--- src/rtl/databus_arbiter.sv ---
// databus_arbiter: arbitrates the shared storage data bus between the
// instruction-fetch port (IF) and the load/store port (MEM). One transaction
// at a time over a level req/ack bus. MEM wins contested grants unless IF has
// lost STARVE_LIMIT contested grants in a row.
// Optional feature macro: DATABUS_TIMEOUT_EN. When defined, a stuck transfer
// is aborted after TIMEOUT_CYCLES cycles and timeout_err is set until reset.
module databus_arbiter #(
    parameter int ADDR_W         = 32,
    parameter int DATA_W         = 32,
    parameter int STARVE_LIMIT   = 4,
    parameter int TIMEOUT_CYCLES = 1024
) (
    input  logic                clk,
    input  logic                rst,
    // instruction-fetch port
    input  logic                if_req,
    input  logic [ADDR_W-1:0]   if_addr,
    output logic [DATA_W-1:0]   if_rdata,
    output logic                if_ack,
    // load/store port
    input  logic                mem_req,
    input  logic                mem_we,
    input  logic [ADDR_W-1:0]   mem_addr,
    input  logic [DATA_W-1:0]   mem_wdata,
    input  logic [DATA_W/8-1:0] mem_sel,
    output logic [DATA_W-1:0]   mem_rdata,
    output logic                mem_ack,
    // storage side
    output logic                bus_req,
    output logic                bus_we,
    output logic [ADDR_W-1:0]   bus_addr,
    output logic [DATA_W-1:0]   bus_wdata,
    output logic [DATA_W/8-1:0] bus_sel,
    input  logic [DATA_W-1:0]   bus_rdata,
    input  logic                bus_ack,
    // pipeline stall interface
    output logic                Databus_busy,
    output logic                Databus_done,
    output logic                timeout_err
);

    typedef enum logic [1:0] {IDLE, XFER, RESP} state_t;
    typedef enum logic {GNT_IF, GNT_MEM} grant_t;

    // Reject configurations the streak counter or timeout counter cannot honour.
    if (STARVE_LIMIT < 1 || STARVE_LIMIT > 15 || TIMEOUT_CYCLES < 2) begin : g_param_check
        $error("databus_arbiter: STARVE_LIMIT must be 1..15 and TIMEOUT_CYCLES at least 2");
    end

    state_t     state;
    state_t     state_next;
    grant_t     grant;
    logic [3:0] streak;
    logic       mem_wins;   // MEM takes the grant if one starts this cycle
    logic       start;      // IDLE -> XFER this cycle
    logic       finish;     // XFER -> RESP this cycle
    logic       timed_out;  // XFER abandoned this cycle for lack of bus_ack

`ifdef DATABUS_TIMEOUT_EN
    localparam int CNT_W = $clog2(TIMEOUT_CYCLES);

    logic [CNT_W-1:0] tmo_cnt;
    logic             err_q;

    // A bus_ack on the last count cycle still wins over the abort.
    assign timed_out   = (state == XFER) && !bus_ack && (tmo_cnt == CNT_W'(TIMEOUT_CYCLES - 1));
    assign timeout_err = err_q;

    // Count unacknowledged XFER cycles; latch the sticky error on abort.
    always_ff @(posedge clk) begin
        if (rst) begin
            tmo_cnt <= '0;
            err_q   <= 1'b0;
        end else begin
            if (start) begin
                tmo_cnt <= '0;
            end else if (state == XFER && !bus_ack) begin
                tmo_cnt <= tmo_cnt + CNT_W'(1);
            end
            if (timed_out) begin
                err_q <= 1'b1;
            end
        end
    end
`else
    assign timed_out   = 1'b0;
    assign timeout_err = 1'b0;
`endif

    // Next-state logic, grant decision and the stall-controller outputs.
    always_comb begin
        // NOTE: every signal written here gets a default first, so no path can leave one unassigned and infer a latch.
        state_next   = state;
        start        = 1'b0;
        finish       = 1'b0;
        Databus_done = 1'b0;
        mem_wins     = mem_req && !(if_req && streak == 4'(STARVE_LIMIT));
        Databus_busy = (state != IDLE);

        case (state)
            IDLE: begin
                if (if_req || mem_req) begin
                    state_next = XFER;
                    start      = 1'b1;
                end else begin
                    Databus_done = 1'b1;
                end
            end
            XFER: begin
                if (bus_ack || timed_out) begin
                    state_next = RESP;
                    finish     = 1'b1;
                end
            end
            RESP: begin
                state_next   = IDLE;
                Databus_done = (grant == GNT_IF) ? !mem_req : !if_req;
            end
            default: state_next = IDLE;
        endcase
    end

    // State register.
    always_ff @(posedge clk) begin
        // NOTE: sequential state uses non-blocking assignments so every register samples pre-edge values.
        if (rst) begin
            state <= IDLE;
        end else begin
            state <= state_next;
        end
    end

    // Grant, starvation streak, registered bus outputs, acks and read data.
    always_ff @(posedge clk) begin
        if (rst) begin
            // NOTE: the read-data holding registers are ordinary flops with a defined reset value, so they are cleared here like the rest.
            grant     <= GNT_IF;
            streak    <= '0;
            bus_req   <= 1'b0;
            bus_we    <= 1'b0;
            bus_addr  <= '0;
            bus_wdata <= '0;
            bus_sel   <= '0;
            if_ack    <= 1'b0;
            mem_ack   <= 1'b0;
            if_rdata  <= '0;
            mem_rdata <= '0;
        end else begin
            if_ack  <= 1'b0;
            mem_ack <= 1'b0;

            if (start) begin
                bus_req <= 1'b1;
                if (mem_wins) begin
                    grant     <= GNT_MEM;
                    bus_we    <= mem_we;
                    bus_addr  <= mem_addr;
                    bus_wdata <= mem_wdata;
                    bus_sel   <= mem_sel;
                    // Only a grant that made IF wait counts toward starvation.
                    if (if_req && streak != 4'(STARVE_LIMIT)) begin
                        streak <= streak + 4'd1;
                    end
                end else begin
                    grant     <= GNT_IF;
                    bus_we    <= 1'b0;
                    bus_addr  <= if_addr;
                    bus_wdata <= '0;
                    bus_sel   <= '1;
                    streak    <= '0;
                end
            end

            if (finish) begin
                bus_req <= 1'b0;
                if (grant == GNT_IF) begin
                    if_ack   <= 1'b1;
                    if_rdata <= timed_out ? '0 : bus_rdata;
                end else begin
                    mem_ack <= 1'b1;
                    // Stores leave the load data register untouched.
                    if (!bus_we) begin
                        mem_rdata <= timed_out ? '0 : bus_rdata;
                    end
                end
            end
        end
    end

endmodule

--- config.mk ---
export PLATFORM = sky130hd
export DESIGN_NAME = databus_arbiter
export DESIGN_NICKNAME = d
export VERILOG_FILES = /design/src/rtl/databus_arbiter.sv
export SDC_FILE = /design/constraint.sdc
export NUM_CORES = 1
export LEC_CHECK = 0
export ABC_AREA = 1
export CAP_MARGIN = 20
export CORE_ASPECT_RATIO = 0.6
export CORE_MARGIN = 5
export CORE_UTILIZATION = 40
export DETAILED_ROUTE_END_ITERATION = 7
export PLACE_DENSITY = 0.81
export SLEW_MARGIN = 20
export SYNTH_ARGS = -nofsm -noshare
export SYNTH_HDL_FRONTEND = slang
export SYNTH_SLANG_ARGS = --single-unit
--- constraint.sdc ---
create_clock -name clk -period 4.55 [get_ports clk]
set_input_delay 0.6825 -clock clk [delete_from_list [all_inputs] [get_ports clk]]
set_output_delay 0.6825 -clock clk [all_outputs]
set_load 0.02 [all_outputs]
After elaboration in Yosys (flattened, before gate mapping)
Cells that the tools add are included.

Register bits: 143. Input bits: 138.

Reduce and logical (&&, ||, !) cells: 15. Muxes and demuxes: 19. Add/sub/neg operators: 1. Equal/unequal tests: 7. Bitwise logic cells: 3.

Operators with widths (number): $mux W32 (2); $mux W4 (3); $mux W1 (10); $reduce_and A2 Y1 (3); $add A4 B1 Y4 const B (1); $eq A4 B3 Y1 const B (1); $mux W2 (2); $ne A2 B2 Y1 const B (2); $ne A4 B3 Y1 const B (1); $pmux W2 S2 (1); $reduce_or A2 Y1 (2); $logic_and A1 B1 Y1 (3); $logic_not A1 Y1 (3); $not A1 Y1 (3); $reduce_and A3 Y1 (1); $eq A2 B1 Y1 const B (1); $eq A2 B2 Y1 const B (1); $logic_not A2 Y1 (1); $ne A2 B1 Y1 const B (1); $pmux W1 S2 (1); $reduce_bool A2 Y1 (1); $logic_or A1 B1 Y1 (1).

Logic depth before layout (Yosys ltp)
Gate-level depths: netlist (run 1).

Word-level depth: 6. Gate-level depth with buffers: 11. Depth with buffers taken out: 10.

Worst setup path after synthesis (run 1)
Ideal clock, no wire load.

Kind: input port to output port. Start: input port mem_req. End: output port Databus_done. Arrival: 1.654 ns. Path slack: 2.214 ns. Stages on the path: 5. Cell sequence: buf_2 > buf_2 > a21oi_1 > o21ai_0 > o21ai_0.

Longest elaborated chain between the ends: 3. Elaborated cells between the ends (all ways): 5. Those cells by class: mux: 3; reduce/logical: 2.

RTL lines: start, declared (line 21) `input logic mem_req,`; $logic_not A1 Y1 / $logic_or A1 B1 Y1 (equally long branches) (line 117, 102); $mux W1, on equally long branches (line 117, 102); $pmux W1 S2 * (line 100) `case (state)`; end, declared (line 38) `output logic Databus_done,`.

Mark *: on every way between the ends. The rest lies on a longest branch, timed or not.

Worst setup path in the final report (run 1)
Start: input port if_req. End: output port Databus_done.

Longest elaborated chain between the ends: 3. Elaborated cells between the ends (all ways): 5. Those cells by class: mux: 3; reduce/logical: 2.

RTL lines: start, declared (line 16) `input logic if_req,`; $logic_not A1 Y1 / $logic_or A1 B1 Y1 (equally long branches) (line 117, 102); $mux W1, on equally long branches (line 117, 102); $pmux W1 S2 * (line 100).

Marks and branches as above.

==> reports/metrics.cfg, run 1 <==
[finish]
nFillCells = 1266
diodes = 0
layoutNonFillerInstCount = 1253
drive_above_1_share_pct = 4.83
fin_nets = 1182
syn_to_final_growth_pct = 58.4

[clocking]
holdBufCountCts = 0
cts_resized = 0
htree_levels = 4
cts_tree = built
clkTransAtPathRegs_ns = 0.06
clkLatencyLatePin_ns = 0.40
numCtsBuffers = 17
clockBufferDepth = 2
clock_sink_count = 143
cts_root_buf = clkbuf_16
post_cts_buffers = 0

[grt]
grt_pass1_vias = 5537
grt_pass1_wl_um = 28500
antenna_found_initial = 0
grt_use_total_pct = 20.9
grt_max_degree = 67
overflow = 0

[die]
pin_count = 277
die_width_um = 165
core_area_um2 = 14300
dieHeight_um = 103
start_util_pct = 40.4
rows = 34
fp.dieArea_um2 = 17000

[sta]
maxSlewViolCount = 0
hold_violations = 0
finClkSkew_ns = 0.0144
setup_ws_ns = 1.61
fin_crit_ns = 2.94
worst_pin_slew_ns = 0.748
finalCritPeriodShare_pct = 64.5
tns_ns = 0
rsz0062_at_grt = false
finalSetupViolations = 0
relSlewSlack_pct = 50.0
max_freq_mhz = 341

[worst_setup_path]
start_kind = input pin
cp_max_fo = 4
end_kind = output pin
worstSetupPathType = in -> out
critPathArrivalTime_ns = 2.25
worstPathRequired_ns = 3.87

[yosys]
synth.top_cell.area_share_pct = 49.6
yosys.area.top_type = dfxtp_1
yosysSeqAreaShare_pct = 49.6
synth-main-ff-cell = dfxtp_1
netlist_instances = 802
yosysMostFrequentCell = nor2_1
yosysWarningCount = 0
synth_seq_cells = 143
synthTopCellsByArea = dfxtp_1 (50%), nor2_1 (12%), nand2_1 (7.5%)
synth.distinct_cells = 21
netlist_top_cells_count = nor2_1 (179), dfxtp_1 (143), nand2_1 (116)
synthArstFlopShare_pct = 0
synth_fp_nets = 942
syn_area_um2 = 5770
syn_avg_cell_area_um2 = 7.19
synth-edff-count = 0

[drt]
drt-total-wl_um = 18900
vias = 6012
m1WireLength_um = 8160
drt_iter0_drc = 495
post-route-drc-count = 0
drt-pass1-iter-count = 5
dr_wl_met2_um = 8370
wl_per_cell_um = 15.0
drtAntennaViolNets = 0
vias_per_cell = 4.80
highest_layer = met4
wl_met3_um = 2190

[place]
io_buffers = 275
place_ws_ns = 1.49
placedCellCount = 1220
place.gp.congestion = 0.817
place_hpwl_um = 13100

[pwr]
ir_worst_vdd_uv = 252
pwr_density_cell_nw_per_um2 = 377
power_mw = 3.44
power_leakage_nw = 3.77

[run]
cap_violations = 0

[min_path]
hold_class = reg -> reg

[outcome]
status = complete, no violations

## flip-flops by register name, indices dropped and copies added (netlist names)
signal,flops
bus_req,1
bus_wdata,32
bus_addr,32
mem_ack,1
if_ack,1
state,2
bus_sel,4
if_rdata,32
grant,1
bus_we,1
streak,4
mem_rdata,32
## cells in the final DEF, fill, tap and decap left out
| cell | count |
|---|---|
| inv_1 | 47 |
| nor2_1 | 179 |
| buf_4 | 8 |
| a21oi_1 | 37 |
| bufinv_16 | 1 |
| inv_2 | 3 |
| inv_8 | 2 |
| dfxtp_1 | 143 |
| nand2_1 | 114 |
| clkbuf_16 | 17 |
| clkinv_4 | 1 |
| nor3_1 | 33 |
| o21ai_1 | 4 |
| nand2_2 | 3 |
| o21ai_0 | 68 |
| nand3_1 | 67 |
| nand4_1 | 33 |
| ha_1 | 2 |
| or2_1 | 1 |
| clkdlybuf4s50_1 | 273 |
| o21bai_1 | 1 |
| clkinvlp_4 | 4 |
| conb_1 | 1 |
| inv_6 | 6 |
| buf_8 | 1 |
| clkbuf_1 | 1 |
| nor2_4 | 3 |
| buf_2 | 2 |
## critical path, stage by stage
cell and delay [ns]:
clkdlybuf4s50_1 0.48, nor2_1 0.25, nand2_1 0.09, o21ai_0 0.11, clkdlybuf4s50_1 0.64
## per-layer routing
metal  GRT usage, %  up-vias
li1               -     3082
met2           32.6      226
met5              0        -
met3           9.27       14
met4           5.18        0
met1           26.8     2690
## layout make-up
type | count | area [um^2] | share of cell area, %
flip-flops and latches | 143 | 2860 | 31.3
repair buffers | 284 | 2820 | 30.8
multi-input cells | 546 | 2450 | 26.8
clock buffers | 18 | 429 | 4.70
well taps | 198 | 248 | 2.71
inverters | 50 | 188 | 2.05
clock inverters | 14 | 144 | 1.57
## where the power goes
part | total (mW) | internal (mW) | switching (mW)
Combinational | 0.706 | 0.333 | 0.373
Sequential | 1.39 | 1.34 | 0.0462
Clock | 1.35 | 0.772 | 0.580
## worst paths after layout
| check | from | to | slack [ns] | cells after the start |
|---|---|---|---|---|
| min reg2reg | bus_wdata[10] | bus_wdata[10] | 0.46 | 2 |
| min | bus_wdata[10] | bus_wdata[10] | 0.46 | 2 |
| max | if_req | Databus_done | 1.61 | 5 |
| max reg2reg | state[0] | mem_rdata[30] | 2.36 | 6 |
## through the flow
step	util (%)	area, um^2	hold WS [ns]
after floorplan	-	5770	0.452
after global placement	59.8	8550	0.452
after detailed placement	59.8	8550	0.457
after CTS	63.8	9120	0.468
after global routing	63.9	9140	0.489
final	63.9	9140	0.463
## logic make-up (layout without fill, tap and decap cells)
group | Yosys count | count (layout) | synth area share [%]
and+or+nand+nor | 433 | 433 | 32.2
DFF | 143 | 143 | 49.6
buffers and inverters | 113 | 366 | 8.05
AOI/OAI and AO/OA | 110 | 110 | 9.59
adders and majority gates | 2 | 2 | 0.434
other | 1 | 1 | 0.0650
Note: power is estimated with default switching activity, not from simulation.
==> inputs of run 2 (changes only) <==
clock period = 2.8 ns   (was 4.55 ns; I/O delays follow)
==> run 2 against run 1 <==
Effect of this change: sequential share of layout area decreased by 0.094 points; global-route usage about the same; worst setup slack lost 1.2 ns; final cell count rose by 0.48%; first-iteration DRC count shrank 13%; sequential power grew 62%; critical path depth did not move; die area unchanged; hold slack improved by 0.0018 ns; combinational power rose by 64%; final area rose by 0.30%; clock-buffer cell count unchanged.
==> reports/metrics.cfg, run 2 (same netlist as run 1, synthesis figures left out) <==
[drt]
post-route-drc-count = 0
drt_iter0_drc = 429
drt-total-wl_um = 18800
drtAntennaViolNets = 0
wl_per_cell_um = 14.9
vias_per_cell = 4.82
drt-pass1-iter-count = 4
vias = 6069

[sta]
worst_pin_slew_ns = 0.800
max_freq_mhz = 428
finalSetupViolations = 0
finClkSkew_ns = 0.0137
fin_crit_ns = 2.34
rsz0062_at_grt = false
relSlewSlack_pct = 46.7
tns_ns = 0
hold_violations = 0
finalCritPeriodShare_pct = 83.5
maxSlewViolCount = 0

[clocking]
cts_tree = built
cts_root_buf = clkbuf_16
clkTransAtPathRegs_ns = 0.06
numCtsBuffers = 17
clkLatencyLatePin_ns = 0.41
cts_resized = 0
clock_sink_count = 143
htree_levels = 4
holdBufCountCts = 0
clockBufferDepth = 2
post_cts_buffers = 0

[grt]
grt_pass1_wl_um = 28400
grt_use_total_pct = 20.9
grt_pass1_vias = 5594
grt_max_degree = 75
overflow = 0
antenna_found_initial = 0

[pwr]
p_seq_share_pct = 40.7
switching_share_pct = 29.6
power_leakage_nw = 3.80
power_mw = 5.53
clockPowerShare_pct = 38.4
p_switching_mw = 1.64
internal-power_mw = 3.89
ir_worst_vdd_uv = 380
pwr_density_cell_nw_per_um2 = 604
p_comb_share_pct = 21.0

[place]
place.gp.congestion = 0.783
io_buffers = 275
place_hpwl_um = 13400
placedCellCount = 1227

[worst_setup_path]
end_kind = output pin
r2r_cells = 6
worst_r2r_startpoint = grant
critPathArrivalTime_ns = 1.92
start_kind = input pin
crit_start = if_req
worstPathRequired_ns = 2.38
worstSetupPathType = in -> out
cp_max_fo = 4

[min_path]
holdPathStages = 2
hold_class = reg -> reg
min_from = bus_wdata[26]

[die]
start_util_pct = 40.4
pin_count = 277
rows = 34
die_width_um = 165
core_area_um2 = 14300
dieHeight_um = 103
fp.dieArea_um2 = 17000

[finish]
layout_common_cells = clkdlybuf4s50_1 (273), nor2_1 (179), dfxtp_1 (143)
layout_commonest_cell = clkdlybuf4s50_1
syn_to_final_growth_pct = 58.8
diodes = 0
nFillCells = 1314
layoutNonFillerInstCount = 1259
register_area_um2 = 2860
drive_above_1_share_pct = 5.28
multi_input_area_um2 = 2440
fin_nets = 1188

[run]
cap_violations = 0

[outcome]
status = complete, no violations

[run 2: changes by cell type in the layout (fill, tap and decap cells not counted), sizes merged]
cell,before,now
buf,11,17
clkinv,1,5
clkinvlp,4,2
bufinv,1,0
inv,58,57
[run 2: final timing paths]
| kind | end | slack, ns |
|---|---|---|
| worst max-delay path | Databus_done | 0.46 |
| worst min-delay path | bus_wdata[26] | 0.46 |
| worst max register to register | mem_rdata[17] | 0.95 |
| worst min register to register | bus_wdata[26] | 0.46 |
[run 2: area by class of cell]
cell class                 count  area share, %
timing repair buffer         290           31.3
clock inverter                14           1.35
multi-input combinational    546           26.7
sequential                   143           31.2
clock buffer                  18           4.68
inverter                      50           2.05
tap                          198           2.70
[run 2: layer usage]
metal | up-vias | GRT usage (%) | share of wire [%]
met5 | - | 0 | 0
met4 | 0 | 6.65 | 1.7
met3 | 21 | 8.71 | 11
met2 | 216 | 33.1 | 45
met1 | 2741 | 26.1 | 42
li1 | 3091 | - | -
[run 2: metrics by stage]
stage | worst slack, ns | cell area [um^2] | hold WS (ns) | utilization, %
floorplan | 0.989 | 5770 | 0.452 | -
global placement | 0.497 | 8610 | 0.450 | 60.2
detailed placement | 0.481 | 8610 | 0.455 | 60.2
CTS | 0.473 | 9160 | 0.465 | 64.1
global route | 0.393 | 9160 | 0.477 | 64.1
finish | 0.462 | 9160 | 0.465 | 64.1
[run 2: critical path: stages]
cell and delay, ns:
clkdlybuf4s50_1 0.46, nor2_1 0.25, nand2_1 0.08, o21ai_0 0.08, clkdlybuf4s50_1 0.63
[run 2: power by group through the flow]
stage                     Sequential (mW)  Combinational (mW)  Clock, mW
after floorplan                      2.46               0.418          0
after global placement               2.29                1.15          0
after detailed placement             2.30                1.17          0
after CTS                            2.25                1.17       2.17
after global routing                 2.27                1.26       2.27
final                                2.25                1.16       2.12
==> inputs of run 3 (changes only) <==
CORE_UTILIZATION = 37   (was 40)
PLACE_DENSITY = 0.79   (was 0.81)
clock period = 1.9 ns   (was 2.8 ns; I/O delays follow)
==> run 3 against run 2 <==
Effect of this change: power up 52%; register-to-register slack worse by 0.64 ns; clock-buffer cell count grew 1; final area increased by 2.7%; critical path type is now reg -> out; largest cell class unchanged; largest power group is now clock.
==> reports/metrics.cfg, run 3 (same netlist as run 1, synthesis figures left out) <==
[finish]
layout_commonest_cell = clkdlybuf4s50_1
syn_to_final_growth_pct = 63.2
layout_common_cells = clkdlybuf4s50_1 (272), nor2_1 (179), dfxtp_1 (142)
layoutNonFillerInstCount = 1275
fin_nets = 1199
diodes = 0
drive_above_1_share_pct = 6.44

[min_path]
holdPathStages = 3
min_from = rst
min_to = state[1]
hold_class = in -> reg

[grt]
met3_usage_pct = 8.36
met1_usage_pct = 25.8
grt_pass1_wl_um = 29900
grt_pass1_vias = 5935
grt_use_total_pct = 20.2
grt.busiest_layer = met2
grt.met2_usage_pct = 31.9
overflow = 0
grt_max_degree = 75
antenna_found_initial = 0

[die]
core_area_um2 = 15300
dieHeight_um = 107
pin_count = 277
start_util_pct = 37.6
die_width_um = 171
rows = 35
fp.dieArea_um2 = 18300

[pwr]
power_mw = 8.43
ir_worst_vdd_uv = 491
power_leakage_nw = 3.91
pwr_density_cell_nw_per_um2 = 895

[sta]
finalCritPeriodShare_pct = 96.0
rsz0062_at_grt = false
maxSlewViolCount = 0
whs_ns = 0.393
finalSetupViolations = 0
finClkSkew_ns = 0.0135
max_freq_mhz = 548
relSlewSlack_pct = 60.5
worst_pin_slew_ns = 0.592
hold_violations = 0
fin_crit_ns = 1.82

[clocking]
cts_tree = built
htree_levels = 4
cts_root_buf = clkbuf_16
holdBufCountCts = 0
clockBufferDepth = 2
clkLatencyLatePin_ns = 0.41
numCtsBuffers = 17
clock_sink_count = 143
clkTransAtPathRegs_ns = 0.06

[drt]
drt-total-wl_um = 19200
vias = 6200
drt_iter0_drc = 416
drt-pass1-iter-count = 6
post-route-drc-count = 0
wl_per_cell_um = 15.1
drtAntennaViolNets = 0
vias_per_cell = 4.86

[outcome]
status = complete, no violations

[worst_setup_path]
r2r_slack_ns = 0.31
worstPathRequired_ns = 1.62
cp_max_fo = 3
start_kind = register
timing.rr.end = streak[2]
critPathArrivalTime_ns = 1.54
r2r_cells = 7
crit_start = state[1]
end_kind = output pin
worstSetupPathType = reg -> out
worst_r2r_startpoint = state[1]

[place]
io_buffers = 275
place_hpwl_um = 13900
place.gp.congestion = 0.834
placedCellCount = 1243

[run]
cap_violations = 0

run 3: changes by cell type in the layout (fill, tap and decap cells not counted), moves of 2 or more:
cell,change
clkinvlp_4,+2
inv_8,-3
clkinv_4,-2
buf_12,+10
bufinv_16,+2
run 3: critical path: stages (launching register included):
cell and delay, ns:
dfxtp_1 0.40, nor2_4 0.07, inv_2 0.08, clkdlybuf4s50_1 0.60
run 3: how the worst max path moves through the flow:
stage	to	slack [ns]	cells past startpoint
2_1_floorplan	Databus_done	0.36	5
3_3_place_gp	Databus_done	-0.02	5
3_5_place_dp	Databus_done	-0.02	5
4_1_cts	Databus_done	0.01	5
5_1_grt	Databus_busy	0.02	3
6_report	Databus_busy	0.08	3
run 3: report_power, final:
| group | switching (mW) | total [mW] | leakage (nW) | internal (mW) |
|---|---|---|---|---|
| clock network | 1.33 | 3.33 | 0.278 | 1.99 |
| logic | 0.917 | 1.78 | 2.46 | 0.864 |
| registers | 0.109 | 3.32 | 1.17 | 3.21 |
run 3: routing by layer:
metal,up-vias,part of all wire [%]
met5,-,0
met1,2845,44
li1,3112,-
met3,24,10
met4,0,1.4
met2,219,45
run 3: through the flow:
step	utilization, %	cell area [um^2]	TNS (ns)	worst slack, ns
3_3_place_gp	57.6	8820	-0.0227	-0.0227
3_5_place_dp	57.6	8820	-0.0351	-0.0215
2_1_floorplan	-	5770	0	0.359
5_1_grt	61.4	9420	0	0.0152
4_1_cts	61.5	9420	0	0.0103
6_report	61.4	9420	0	0.0753
run 3: layout make-up:
type	count	area, um^2
multi-input cells	546	2440
inverters	50	188
clock inverters	13	151
well taps	203	254
repair buffers	301	3070
flip-flops and latches	143	2860
clock buffers	19	443
fillers	1354	5910
run 3: what timing repair did:
item | in CTS | in global routing
pin swaps | 0 | 0
setup buffers | 0 | 0
resized for setup | 2 | 3
endpoints found under the setup margin | 1 | 2
